$ cat config.mk
export PLATFORM = sky130hd
export DESIGN_NAME = sram_core
export DESIGN_NICKNAME = d
export VERILOG_FILES = /design/src/rtl/sram_core_pkg.sv /design/src/rtl/sram_core.sv
export SDC_FILE = /design/constraint.sdc
export NUM_CORES = 1
export LEC_CHECK = 0
export CAP_MARGIN = 20
export CORE_UTILIZATION = 45
export CTS_BUF_LIST = sky130_fd_sc_hd__clkbuf_4 sky130_fd_sc_hd__clkbuf_8
export DETAILED_ROUTE_END_ITERATION = 10
export HOLD_SLACK_MARGIN = 0.12
export PLACE_DENSITY = 0.95
export SKIP_LAST_GASP = 1
export SLEW_MARGIN = 30
export SYNTH_ARGS = -nofsm -noshare
export SYNTH_HDL_FRONTEND = slang
export SYNTH_SLANG_ARGS = --single-unit
$ cat constraint.sdc
create_clock -name a_clk -period 2.9 [get_ports a_clk]
set_clock_uncertainty 0.05 [all_clocks]
set_input_delay 0.29 -clock a_clk [delete_from_list [all_inputs] [get_ports a_clk]]
set_output_delay 0.29 -clock a_clk [all_outputs]
set_load 0.01 [all_outputs]
$ cat src/rtl/sram_core_pkg.sv
// sram_core_pkg: state encodings, read latency and default widths shared by sram_core and its bench
package sram_core_pkg;
   localparam int SRAM_RD_LATENCY = 4;
   localparam int SRAM_ADDR_WIDTH = 18;
   localparam int SRAM_DATA_WIDTH = 16;
   typedef enum logic [2:0] {IDLE, RD_ADDR, RD_WAIT, RD_SAMPLE, WR_SETUP, WR_PULSE, WR_HOLD} state_t;
endpackage

$ cat src/rtl/sram_core.sv
// sram_core: single-command responder driving a 256K x 16 asynchronous SRAM, read data 4 cycles after accept
// SRAM_CORE_TURNAROUND_EN: hold off a write for one idle bus cycle directly after a read
module sram_core import sram_core_pkg::*; #(
   parameter int ADDR_WIDTH = SRAM_ADDR_WIDTH,
   parameter int DATA_WIDTH = SRAM_DATA_WIDTH
) (
   input  logic                  a_clk,
   input  logic                  a_rst,
   input  logic                  sram_req,
   output logic                  sram_ready,
   input  logic                  sram_rd,
   input  logic [ADDR_WIDTH-1:0] sram_addr,
   input  logic [1:0]            sram_be,
   input  logic [DATA_WIDTH-1:0] sram_wr_data,
   output logic                  sram_rd_data_vld,
   output logic [DATA_WIDTH-1:0] sram_rd_data,
   output logic [ADDR_WIDTH-1:0] pin_addr,
   output logic [DATA_WIDTH-1:0] pin_data_out,
   output logic                  pin_data_oe,
   input  logic [DATA_WIDTH-1:0] pin_data_in,
   output logic                  pin_cs_n,
   output logic                  pin_we_n,
   output logic                  pin_oe_n,
   output logic                  pin_lb_n,
   output logic                  pin_ub_n
);
   state_t state, ns;
   logic [1:0] be;
   logic block, rd_next, wr_next;
`ifdef SRAM_CORE_TURNAROUND_EN
   assign block = sram_rd_data_vld & ~sram_rd;
`else
   assign block = 1'b0;
`endif
   assign sram_ready = sram_req & (state == IDLE) & ~a_rst & ~block;
   always_comb begin
      ns = state;
      case (state)
         IDLE:      ns = sram_ready ? (sram_rd ? RD_ADDR : WR_SETUP) : IDLE;
         RD_ADDR:   ns = RD_WAIT;
         RD_WAIT:   ns = RD_SAMPLE;
         RD_SAMPLE: ns = IDLE;
         WR_SETUP:  ns = WR_PULSE;
         WR_PULSE:  ns = WR_HOLD;
         WR_HOLD:   ns = IDLE;
         default:   ns = IDLE;
      endcase
   end
   assign rd_next = ns inside {RD_ADDR, RD_WAIT, RD_SAMPLE};
   assign wr_next = ns inside {WR_SETUP, WR_PULSE, WR_HOLD};
   // pins are registered from the next state so they change cleanly on the clock edge
   always_ff @(posedge a_clk or posedge a_rst)
      if (a_rst) begin
         state            <= IDLE;
         be               <= '0;
         pin_addr         <= '0;
         pin_data_out     <= '0;
         pin_data_oe      <= 1'b0;
         pin_cs_n         <= 1'b1;
         pin_we_n         <= 1'b1;
         pin_oe_n         <= 1'b1;
         pin_lb_n         <= 1'b1;
         pin_ub_n         <= 1'b1;
         sram_rd_data     <= '0;
         sram_rd_data_vld <= 1'b0;
      end else begin
         state <= ns;
         if (sram_ready) begin
            be       <= sram_be;
            pin_addr <= sram_addr;
         end
         if (sram_ready & ~sram_rd) pin_data_out <= sram_wr_data;
         pin_cs_n         <= ns == IDLE;
         pin_oe_n         <= ~rd_next;
         pin_data_oe      <= wr_next;
         pin_we_n         <= ns != WR_PULSE;
         pin_lb_n         <= ~(rd_next | (ns == WR_PULSE & be[0]));
         pin_ub_n         <= ~(rd_next | (ns == WR_PULSE & be[1]));
         sram_rd_data_vld <= state == RD_SAMPLE;
         if (state == RD_SAMPLE) sram_rd_data <= pin_data_in;
      end
endmodule
==> results of run 1 <==
==> worst min-delay path by stage <==
| stage | from | end | slack [ns] | cells past startpoint |
|---|---|---|---|---|
| finish | a_rst | sram_rd_data[14]$_DFFE_PP0P_ | 0.40 | 2 |
| global route | be[1]$_DFFE_PP0N_ | pin_ub_n$_DFF_PP1_ | 0.41 | 1 |
| CTS | be[1]$_DFFE_PP0N_ | pin_ub_n$_DFF_PP1_ | 0.40 | 1 |
| detailed placement | be[1]$_DFFE_PP0N_ | pin_ub_n$_DFF_PP1_ | 0.37 | 1 |
| global placement | be[1]$_DFFE_PP0N_ | pin_ub_n$_DFF_PP1_ | 0.35 | 1 |
| floorplan | be[1]$_DFFE_PP0N_ | pin_ub_n$_DFF_PP1_ | 0.33 | 1 |
==> cell type report <==
type	instances	area, µm²
fillers	356	1300
clock buffers	13	173
flip-flops and latches	62	1560
clock inverters	3	65.1
inverters	5	18.8
repair buffers	116	1150
well taps	70	87.6
multi-input cells	72	754
==> through the flow <==
step	setup slack (ns)	area (µm²)
after floorplan	1.03	2390
after global placement	0.493	3570
after detailed placement	0.432	3570
after CTS	0.682	3810
after global routing	0.639	3810
final	0.729	3810
==> metal layers <==
| layer | track usage | up-vias |
|---|---|---|
| li1 | - | 750 |
| met1 | 0.215 | 808 |
| met2 | 0.342 | 70 |
| met3 | 0.0763 | 14 |
| met4 | 0.111 | 0 |
| met5 | 0 | - |
==> kinds of logic (layout without fill, tap and decap cells) <==
| kind of cell | count (synthesis) | after routing | synth area share |
|---|---|---|---|
| buf+inv | 12 | 137 | 0.0341 |
| mux | 53 | 53 | 0.263 |
| flops | 62 | 62 | 0.653 |
| simple gates | 14 | 14 | 0.0377 |
| compound gates | 5 | 5 | 0.0131 |
==> power groups by stage <==
stage	Clock [mW]	Combinational (mW)	Sequential [mW]
finish	0.874	1.75	1.56
global route	0.939	1.88	1.61
CTS	0.902	1.78	1.56
detailed placement	0	1.77	1.58
global placement	0	1.72	1.55
floorplan	0	0.645	1.71
==> synth_stat cells, drive strengths merged <==
cell type	n
a21oi	2
a211oi	1
buf	7
dfstp	5
nor2	3
nand3b	1
nor3	1
nand2b	1
or4b	1
inv	5
or2b	1
and3b	1
nor3b	1
nand3	1
mux2	53
nand2	2
o21ai	1
dfrtp	57
nor4	1
o31a	1
==> flip-flops by register name, indices dropped and copies added (netlist names) <==
name,flops
be,2
pin_addr,18
pin_cs_n,1
pin_data_oe,1
pin_data_out,16
pin_lb_n,1
pin_oe_n,1
pin_ub_n,1
pin_we_n,1
sram_rd_data,16
sram_rd_data_vld,1
state,3
==> worst max-delay path: stages, from the launching register on <==
cell and delay [ns]:
sky130_fd_sc_hd__dfrtp_1 0.49, sky130_fd_sc_hd__nor4_2 0.41, sky130_fd_sc_hd__clkdlybuf4s50_1 0.61
==> impl_metrics.ini, run 1 <==
[placement]
gpl.final_weighted_congestion = 0.731
dpl.cell_count = 325
numPortBuffers = 113
hpwlAfterDp_um = 3880

[worst_hold_path]
hold_class = in2async

[critical_path]
critPathCapture = sram_ready
r2r_slack_ns = 0.75
critical_path_required_ns = 2.56
end_kind = output pin
timing.rr.end = pin_data_out[1]$_DFFE_PP0N_
worst_ep_arrival_time_ns = 1.83
number_of_cells_on_the_worst_reg_to_reg_path = 3
crit_path_kind = reg2out
critPathMaxFanout = 7
worst_setup_path_startpoint = state[2]$_DFF_PP0_
r2r_start = state[0]$_DFF_PP0_
startpoint_type = register

[outcome]
result_of_the_run = completed

[cts]
cts_made_buffers = 9
cts_hold_repair.buffers = 0
post_cts_clock_slew_at_the_launch_and_capture_registers_of_the_worst_setup_and_hold_paths_ns = 0.07
post-cts-setup-buffer-count = 0
cts.repair.resized = 0
cts_num_sinks = 62
ctsHtreeMaxLevel = 3
clk_latency_ns = 0.33
tritoncts = yes
cts-root-buf = sky130_fd_sc_hd__clkbuf_8
ctsLongestPathBuffers = 2

[global_routing]
first_global_vias = 1783
grt.overflow.total = 0
grt_start_max_net_pins = 37
grt_antenna_before_repair = 0
grt_pass1_wl_um = 8090
track_usage = 0.201

[detailed_routing]
detail_route.drc_violations = 0
vias = 1642
wl_met2_um = 2760
routed-wl-met3_um = 394
drt-vias-per-instance = 4.82
routed_wire_length_per_instance_um = 15.3
route.final.wire_length_um = 5230
m1WireLength_um = 1950
detailedRoute.firstIterationViolations = 66
antenna_violating_nets_post_route = 0
drt_pass1_iterations = 4
routed.top_layer = met4

[cells_and_area]
layout.core_utilization = 0.746
relative_area_change_from_synthesis_to_final_layout_pct = 59.6
layout.cells.most_common = sky130_fd_sc_hd__clkdlybuf4s50_1
design.final.nets = 322
mostFrequentLayoutCells = 113 x sky130_fd_sc_hd__clkdlybuf4s50_1, 57 x sky130_fd_sc_hd__dfrtp_1, 45 x sky130_fd_sc_hd__mux2_2, 12 x sky130_fd_sc_hd__clkbuf_8, 8 x sky130_fd_sc_hd__mux2_4
instances_no_fill = 341
antennaDiodeCount = 0
drive_above_1_share = 0.295

[logic_synthesis]
syn_area_per_cell_um2 = 16.4
ys_seq_elements = 62
gate_count_of_the_mapped_netlist = 146
synthesis.area_mm2 = 0.00239
post-synth-top-area-fraction = 0.597
synth.largest_area_cell = sky130_fd_sc_hd__dfrtp_1
synth.top_cells.by_area = sky130_fd_sc_hd__dfrtp_1 60%, sky130_fd_sc_hd__mux2_2 21%, sky130_fd_sc_hd__dfstp_2 5.5%
synth_nets = 202
netlist-cell-type-count = 24
seq_area_frac_synth = 0.653
synthesis.yosys.warnings = 0

[timing]
max-slew-margin-rel = 0.413
worstMarginPinSlew_ns = 0.881
rsz_0062_raised_after_global_routing = false
clock.fmax_mhz = 461
number_of_pins_with_negative_max_slew_slack_in_the_final_report = 0
hold_violations = 0
final_critical_path_share_of_the_clock_period = 0.749
totalNegativeSetupSlack_ns = 0
final.min_clock_period_ns = 2.17
fin_worst_hold_slack_ns = 0.395
setup_viol = 0

[die]
die_height_um = 74.8
initial_utilization = 0.467
dieWidth_um = 74.8
design.portCount = 114
core_mm2 = 0.00511
rows = 26
die_area_mm2 = 0.00560

[power]
clock_power_share = 0.209
pwr-share-comb = 0.419
max-vdd-ir-drop_uv = 701
p_total_mw = 4.19
p_switching_mw = 1.16
p_seq_frac = 0.372
p_leak_nw = 1.65
power_report.internal_total_mw = 3.02
powerDensity_mw_per_mm2 = 1100
p_sw_frac = 0.278

[run]
max_cap_violations = 0
No activity file was read; power rests on OpenSTA's default activity.
==> inputs of run 2 (changes only) <==
--- a/config.mk
+++ b/config.mk
@@ -6,11 +6,11 @@
 export NUM_CORES = 1
 export LEC_CHECK = 0
 export CAP_MARGIN = 20
-export CORE_UTILIZATION = 45
+export CORE_UTILIZATION = 38
 export CTS_BUF_LIST = sky130_fd_sc_hd__clkbuf_4 sky130_fd_sc_hd__clkbuf_8
 export DETAILED_ROUTE_END_ITERATION = 10
 export HOLD_SLACK_MARGIN = 0.12
-export PLACE_DENSITY = 0.95
+export PLACE_DENSITY = 0.87
 export SKIP_LAST_GASP = 1
 export SLEW_MARGIN = 30
 export SYNTH_ARGS = -nofsm -noshare
==> constraint.sdc (replaced) <==
create_clock -name a_clk -period 1.8 [get_ports a_clk]
set_clock_uncertainty 0.05 [all_clocks]
set_input_delay 0.18 -clock a_clk [delete_from_list [all_inputs] [get_ports a_clk]]
set_output_delay 0.18 -clock a_clk [all_outputs]
set_load 0.01 [all_outputs]
==> impl_metrics.ini, run 2 (synthesized netlist as in run 1, its figures left out) <==
[power]
max-vdd-ir-drop_uv = 793
powerDensity_mw_per_mm2 = 1710
p_leak_nw = 1.67
p_total_mw = 6.59

[cts]
cts_num_sinks = 62
tritoncts = yes
cts_hold_repair.buffers = 0
cts.repair.resized = 2
clk_latency_ns = 0.32
ctsLongestPathBuffers = 2
post-cts-setup-buffer-count = 0
ctsHtreeMaxLevel = 3
post_cts_clock_slew_at_the_launch_and_capture_registers_of_the_worst_setup_and_hold_paths_ns = 0.07
cts_made_buffers = 9
cts-root-buf = sky130_fd_sc_hd__clkbuf_8

[die]
initial_utilization = 0.398
rows = 28
die_height_um = 81.3
die_area_mm2 = 0.00660
dieWidth_um = 81.3
core_mm2 = 0.00599
design.portCount = 114

[critical_path]
r2r_start = state[2]$_DFF_PP0_
critical_path_required_ns = 1.95
critical_path_buf_inv_count = 1
critical-path-slowest-cell = sky130_fd_sc_hd__or4b_1
worstPathCellList = nor2_4, or4b_1, buf_6, mux2_4
cpPeakStageDelay_ns = 0.50
end_kind = register
worst_ep_arrival_time_ns = 1.89
startpoint_type = register
worst_setup_path_startpoint = state[2]$_DFF_PP0_
crit_path_kind = reg2reg
critPathMaxFanout = 10
path_delay_family = simple AND/OR/NAND/NOR gates

[timing]
final_critical_path_share_of_the_clock_period = 0.967
max-slew-margin-rel = 0.818
final.min_clock_period_ns = 1.74
hold_violations = 0
setup_viol = 0
number_of_pins_with_negative_max_slew_slack_in_the_final_report = 0
postLayoutSetupSlackWorst_ns = 0.0591
totalNegativeSetupSlack_ns = 0
worstMarginPinSlew_ns = 0.270
clock.fmax_mhz = 574

[cells_and_area]
instances_no_fill = 353
design.final.nets = 329
mostFrequentLayoutCells = 112 x sky130_fd_sc_hd__clkdlybuf4s50_1, 55 x sky130_fd_sc_hd__dfrtp_1, 45 x sky130_fd_sc_hd__mux2_2, 9 x sky130_fd_sc_hd__clkbuf_8, 8 x sky130_fd_sc_hd__mux2_4
antennaDiodeCount = 0
biggest_regs = pin_addr: 18 flops, pin_data_out: 16 flops, sram_rd_data: 16 flops
nFillCells = 466
drive_above_1_share = 0.320
relative_area_change_from_synthesis_to_final_layout_pct = 61.8
largest_reg_flops = 18
regMostFlops = pin_addr
layout.cells.most_common = sky130_fd_sc_hd__clkdlybuf4s50_1

[global_routing]
grt_pass1_wl_um = 7850
track_usage = 0.163
grt_start_max_net_pins = 36
first_global_vias = 1693
grt_antenna_before_repair = 0
grt.overflow.total = 0

[detailed_routing]
vias = 1639
detail_route.drc_violations = 0
detailedRoute.firstIterationViolations = 22
routed_wire_length_per_instance_um = 14.3
drt_pass1_iterations = 4
antenna_violating_nets_post_route = 0
drt-vias-per-instance = 4.64
route.final.wire_length_um = 5050

[worst_hold_path]
hold_class = in2async

[run]
max_cap_violations = 0

[placement]
gpl.final_weighted_congestion = 0.708
numPortBuffers = 113
dpl.cell_count = 337
dp_slack_ns = -0.259
hpwlAfterDp_um = 3870

[outcome]
result_of_the_run = completed
==> run 2: cell types whose count changed in the layout (fill, tap and decap cells not counted), sizes merged <==
cell / delta
clkinvlp: +1
buf: +7
bufinv: -1
clkbuf: -1
clkinv: +1
clkdlybuf4s50: -1
dlygate4sd2: +1
==> run 2: power breakdown <==
part           internal, mW  switching [mW]  total (mW)
Combinational          1.91            1.02        2.92
Sequential             2.12           0.363        2.49
Clock                 0.682           0.500        1.18
Total                  4.71            1.88        6.59
==> run 2: final timing paths <==
| kind | cells after the start | slack (ns) | endpoint |
|---|---|---|---|
| max in group asynchronous | 3 | 1.22 | pin_cs_n$_DFF_PP1_ |
| hold reg to reg | 1 | 0.35 | pin_ub_n$_DFF_PP1_ |
| setup / recovery | 4 | 0.06 | pin_data_out[3]$_DFFE_PP0N_ |
| setup reg to reg | 4 | 0.06 | pin_data_out[3]$_DFFE_PP0N_ |
| hold / removal | 3 | 0.22 | pin_data_out[15]$_DFFE_PP0N_ |
| min in group a_clk | 1 | 0.35 | pin_ub_n$_DFF_PP1_ |
==> run 2: final cells by class <==
class / count / area, µm² / area share
tap: 75 / 93.8 / 0.0243
inverter: 5 / 18.8 / 0.00486
clock inverter: 4 / 47.5 / 0.0123
clock buffer: 12 / 146 / 0.0379
sequential: 62 / 1560 / 0.404
timing repair buffer: 123 / 1230 / 0.319
multi-input combinational: 72 / 763 / 0.198
==> run 2: metal layers <==
layer / part of all wire / global-route usage / vias up
met1: 0.40 / 0.185 / 813
met4: 0.015 / 0.0750 / 0
met5: 0 / 0 / -
met3: 0.068 / 0.0551 / 11
met2: 0.52 / 0.274 / 60
li1: - / - / 755
==> run 2: worst min-delay path: stages <==
cell,delay (ns)
sky130_fd_sc_hd__clkdlybuf4s50_1,0.45
sky130_fd_sc_hd__inv_2,0.12
sky130_fd_sc_hd__buf_12,0.19
==> run 2: through the flow <==
stage / area [µm²] / hold WS, ns / util
3_5_place_dp: 3660 / 0.354 / 0.610
6_report: 3860 / 0.216 / 0.645
4_1_cts: 3860 / 0.212 / 0.644
3_3_place_gp: 3660 / 0.342 / 0.610
5_1_grt: 3860 / 0.230 / 0.645
2_1_floorplan: 2390 / 0.279 / -
==> inputs of run 3 (changes only) <==
==> constraint.sdc (replaced) <==
create_clock -name a_clk -period 1.8 [get_ports a_clk]
set_clock_uncertainty 0.05 [all_clocks]
set_input_delay 0.18 -clock a_clk [delete_from_list [all_inputs] [get_ports a_clk]]
set_output_delay 0.18 -clock a_clk [all_outputs]
set_load 0.02 [all_outputs]
==> impl_metrics.ini, run 3 (synthesized netlist as in run 1, its figures left out) <==
[global_routing]
grt_pass1_wl_um = 8030
first_global_vias = 1699
grt_start_max_net_pins = 38
track_usage = 0.167
grt_antenna_before_repair = 0
grt.overflow.total = 0

[critical_path]
crit_path_kind = reg2reg
timing.rr.end = pin_data_out[5]$_DFFE_PP0N_
r2r_start = state[2]$_DFF_PP0_
worst_ep_arrival_time_ns = 1.86
critical-path-slowest-cell = sky130_fd_sc_hd__or4b_1
worstPathCellList = nor2_4, or4b_1, buf_6, mux2_4
number_of_cells_on_the_worst_reg_to_reg_path = 4
critical_path_buf_inv_count = 1
r2r_slack_ns = 0.09
cpPeakStageDelay_ns = 0.48
critPathMaxFanout = 10
critical_path_required_ns = 1.95
path_delay_family = simple AND/OR/NAND/NOR gates
end_kind = register
startpoint_type = register

[die]
rows = 28
die_height_um = 81.3
initial_utilization = 0.398
design.portCount = 114
dieWidth_um = 81.3
die_area_mm2 = 0.00660
core_mm2 = 0.00599

[run]
max_cap_violations = 0

[detailed_routing]
drt-vias-per-instance = 4.60
vias = 1619
detailedRoute.firstIterationViolations = 35
antenna_violating_nets_post_route = 0
detail_route.drc_violations = 0
routed_wire_length_per_instance_um = 14.1
route.final.wire_length_um = 4970
drt_pass1_iterations = 2

[power]
power_report.internal_total_mw = 4.61
p_leak_nw = 1.65
pwr-share-comb = 0.487
p_switching_mw = 2.33
powerDensity_mw_per_mm2 = 1830
p_seq_frac = 0.357
max-vdd-ir-drop_uv = 1070
p_sw_frac = 0.336
clock_power_share = 0.155

[timing]
totalNegativeSetupSlack_ns = 0
final_critical_path_share_of_the_clock_period = 0.950
hold_violations = 0
clock.fmax_mhz = 585
number_of_pins_with_negative_max_slew_slack_in_the_final_report = 0
setup_viol = 0
final.min_clock_period_ns = 1.71
max-slew-margin-rel = 0.699
rsz_0062_raised_after_global_routing = false
worstMarginPinSlew_ns = 0.452

[cells_and_area]
drive_above_1_share = 0.318
instances_no_fill = 352
design.final.nets = 328
largest_reg_flops = 18
layout.core_utilization = 0.635
relative_area_change_from_synthesis_to_final_layout_pct = 59.4
layout.cells.most_common = sky130_fd_sc_hd__clkdlybuf4s50_1
antennaDiodeCount = 0
biggest_regs = pin_addr: 18 flops, pin_data_out: 16 flops, sram_rd_data: 16 flops
regMostFlops = pin_addr
mostFrequentLayoutCells = 112 x sky130_fd_sc_hd__clkdlybuf4s50_1, 55 x sky130_fd_sc_hd__dfrtp_1, 45 x sky130_fd_sc_hd__mux2_2, 10 x sky130_fd_sc_hd__clkbuf_8

[cts]
ctsHtreeMaxLevel = 3
post_cts_clock_slew_at_the_launch_and_capture_registers_of_the_worst_setup_and_hold_paths_ns = 0.07
tritoncts = yes
cts-root-buf = sky130_fd_sc_hd__clkbuf_8
cts_hold_repair.buffers = 0
ctsLongestPathBuffers = 2
clk_latency_ns = 0.32
post-cts-setup-buffer-count = 0
cts_made_buffers = 9
cts_num_sinks = 62

[placement]
dpl.cell_count = 336
gpl.final_weighted_congestion = 0.736
hpwlAfterDp_um = 3700
numPortBuffers = 113

[outcome]
result_of_the_run = completed

[worst_hold_path]
hold_class = in2async
[run 3: cell types whose count changed in the layout (fill, tap and decap cells not counted), sizes merged]
| cell | change |
|---|---|
| bufinv | -1 |
| clkinvlp | -1 |
| clkbuf | +2 |
| buf | -1 |
[run 3: area by class of cell]
| type | count | area (µm²) |
|---|---|---|
| Multi-Input combinational cell | 72 | 754 |
| Timing Repair Buffer | 122 | 1200 |
| Clock inverter | 2 | 10.0 |
| Clock buffer | 14 | 168 |
| Inverter | 5 | 18.8 |
| Sequential cell | 62 | 1560 |
| Tap cell | 75 | 93.8 |
| Fill cell | 469 | 2180 |
[run 3: worst reg2reg max path: cells and delay by family, from the launching register on]
kind,cells,cell delay (ns)
buf+inv,1,0.18
flops,1,0.44
mux,1,0.30
simple gates,2,0.62
[run 3: repair_timing]
| action | 4_1_cts | 5_1_grt |
|---|---|---|
| gates resized for setup | 1 | 3 |
| setup endpoints to repair | 1 | 10 |
| endpoints found under the hold margin | 0 | 0 |
[run 3: per-layer routing]
layer  up-vias  global-route usage  wire, µm  share of wire
li1        766                   -         -              -
met1       785               0.207      2080           0.42
met2        59               0.258      2480           0.50
met3         9              0.0539       333          0.067
met4         0              0.0911        73          0.015
met5         -                   0         0              0
[run 3: power by group through the flow]
stage	clock network, mW	registers, mW	logic [mW]
floorplan	0	3.25	1.04
CTS	1.12	2.49	3.42
finish	1.08	2.48	3.38
detailed placement	0	2.51	3.41
global placement	0	2.47	3.36
global route	1.18	2.58	3.61
[run 3: worst max path at each step]
| stage | depth (start not counted) | slack, ns | startpoint | endpoint |
|---|---|---|---|---|
| 2_1_floorplan | 6 | 0.03 | state[0]$_DFF_PP0_ | pin_data_out[0]$_DFFE_PP0N_ |
| 3_3_place_gp | 5 | -0.20 | a_rst | pin_data_out[4]$_DFFE_PP0N_ |
| 3_5_place_dp | 5 | -0.25 | a_rst | pin_data_out[4]$_DFFE_PP0N_ |
| 4_1_cts | 2 | 0.05 | state[2]$_DFF_PP0_ | sram_ready |
| 5_1_grt | 2 | 0.004 | state[2]$_DFF_PP0_ | sram_ready |
| 6_report | 4 | 0.09 | state[2]$_DFF_PP0_ | pin_data_out[5]$_DFFE_PP0N_ |
[run 3: metrics by stage]
step	setup WS, ns	instance area, µm²	hold WS, ns	power (mW)
6_report	0.0907	3810	0.249	6.95
5_1_grt	0.00401	3810	0.309	7.37
4_1_cts	0.0454	3800	0.240	7.03
3_5_place_dp	-0.245	3620	0.355	5.92
3_3_place_gp	-0.200	3620	0.343	5.83
2_1_floorplan	0.0343	2390	0.279	4.29
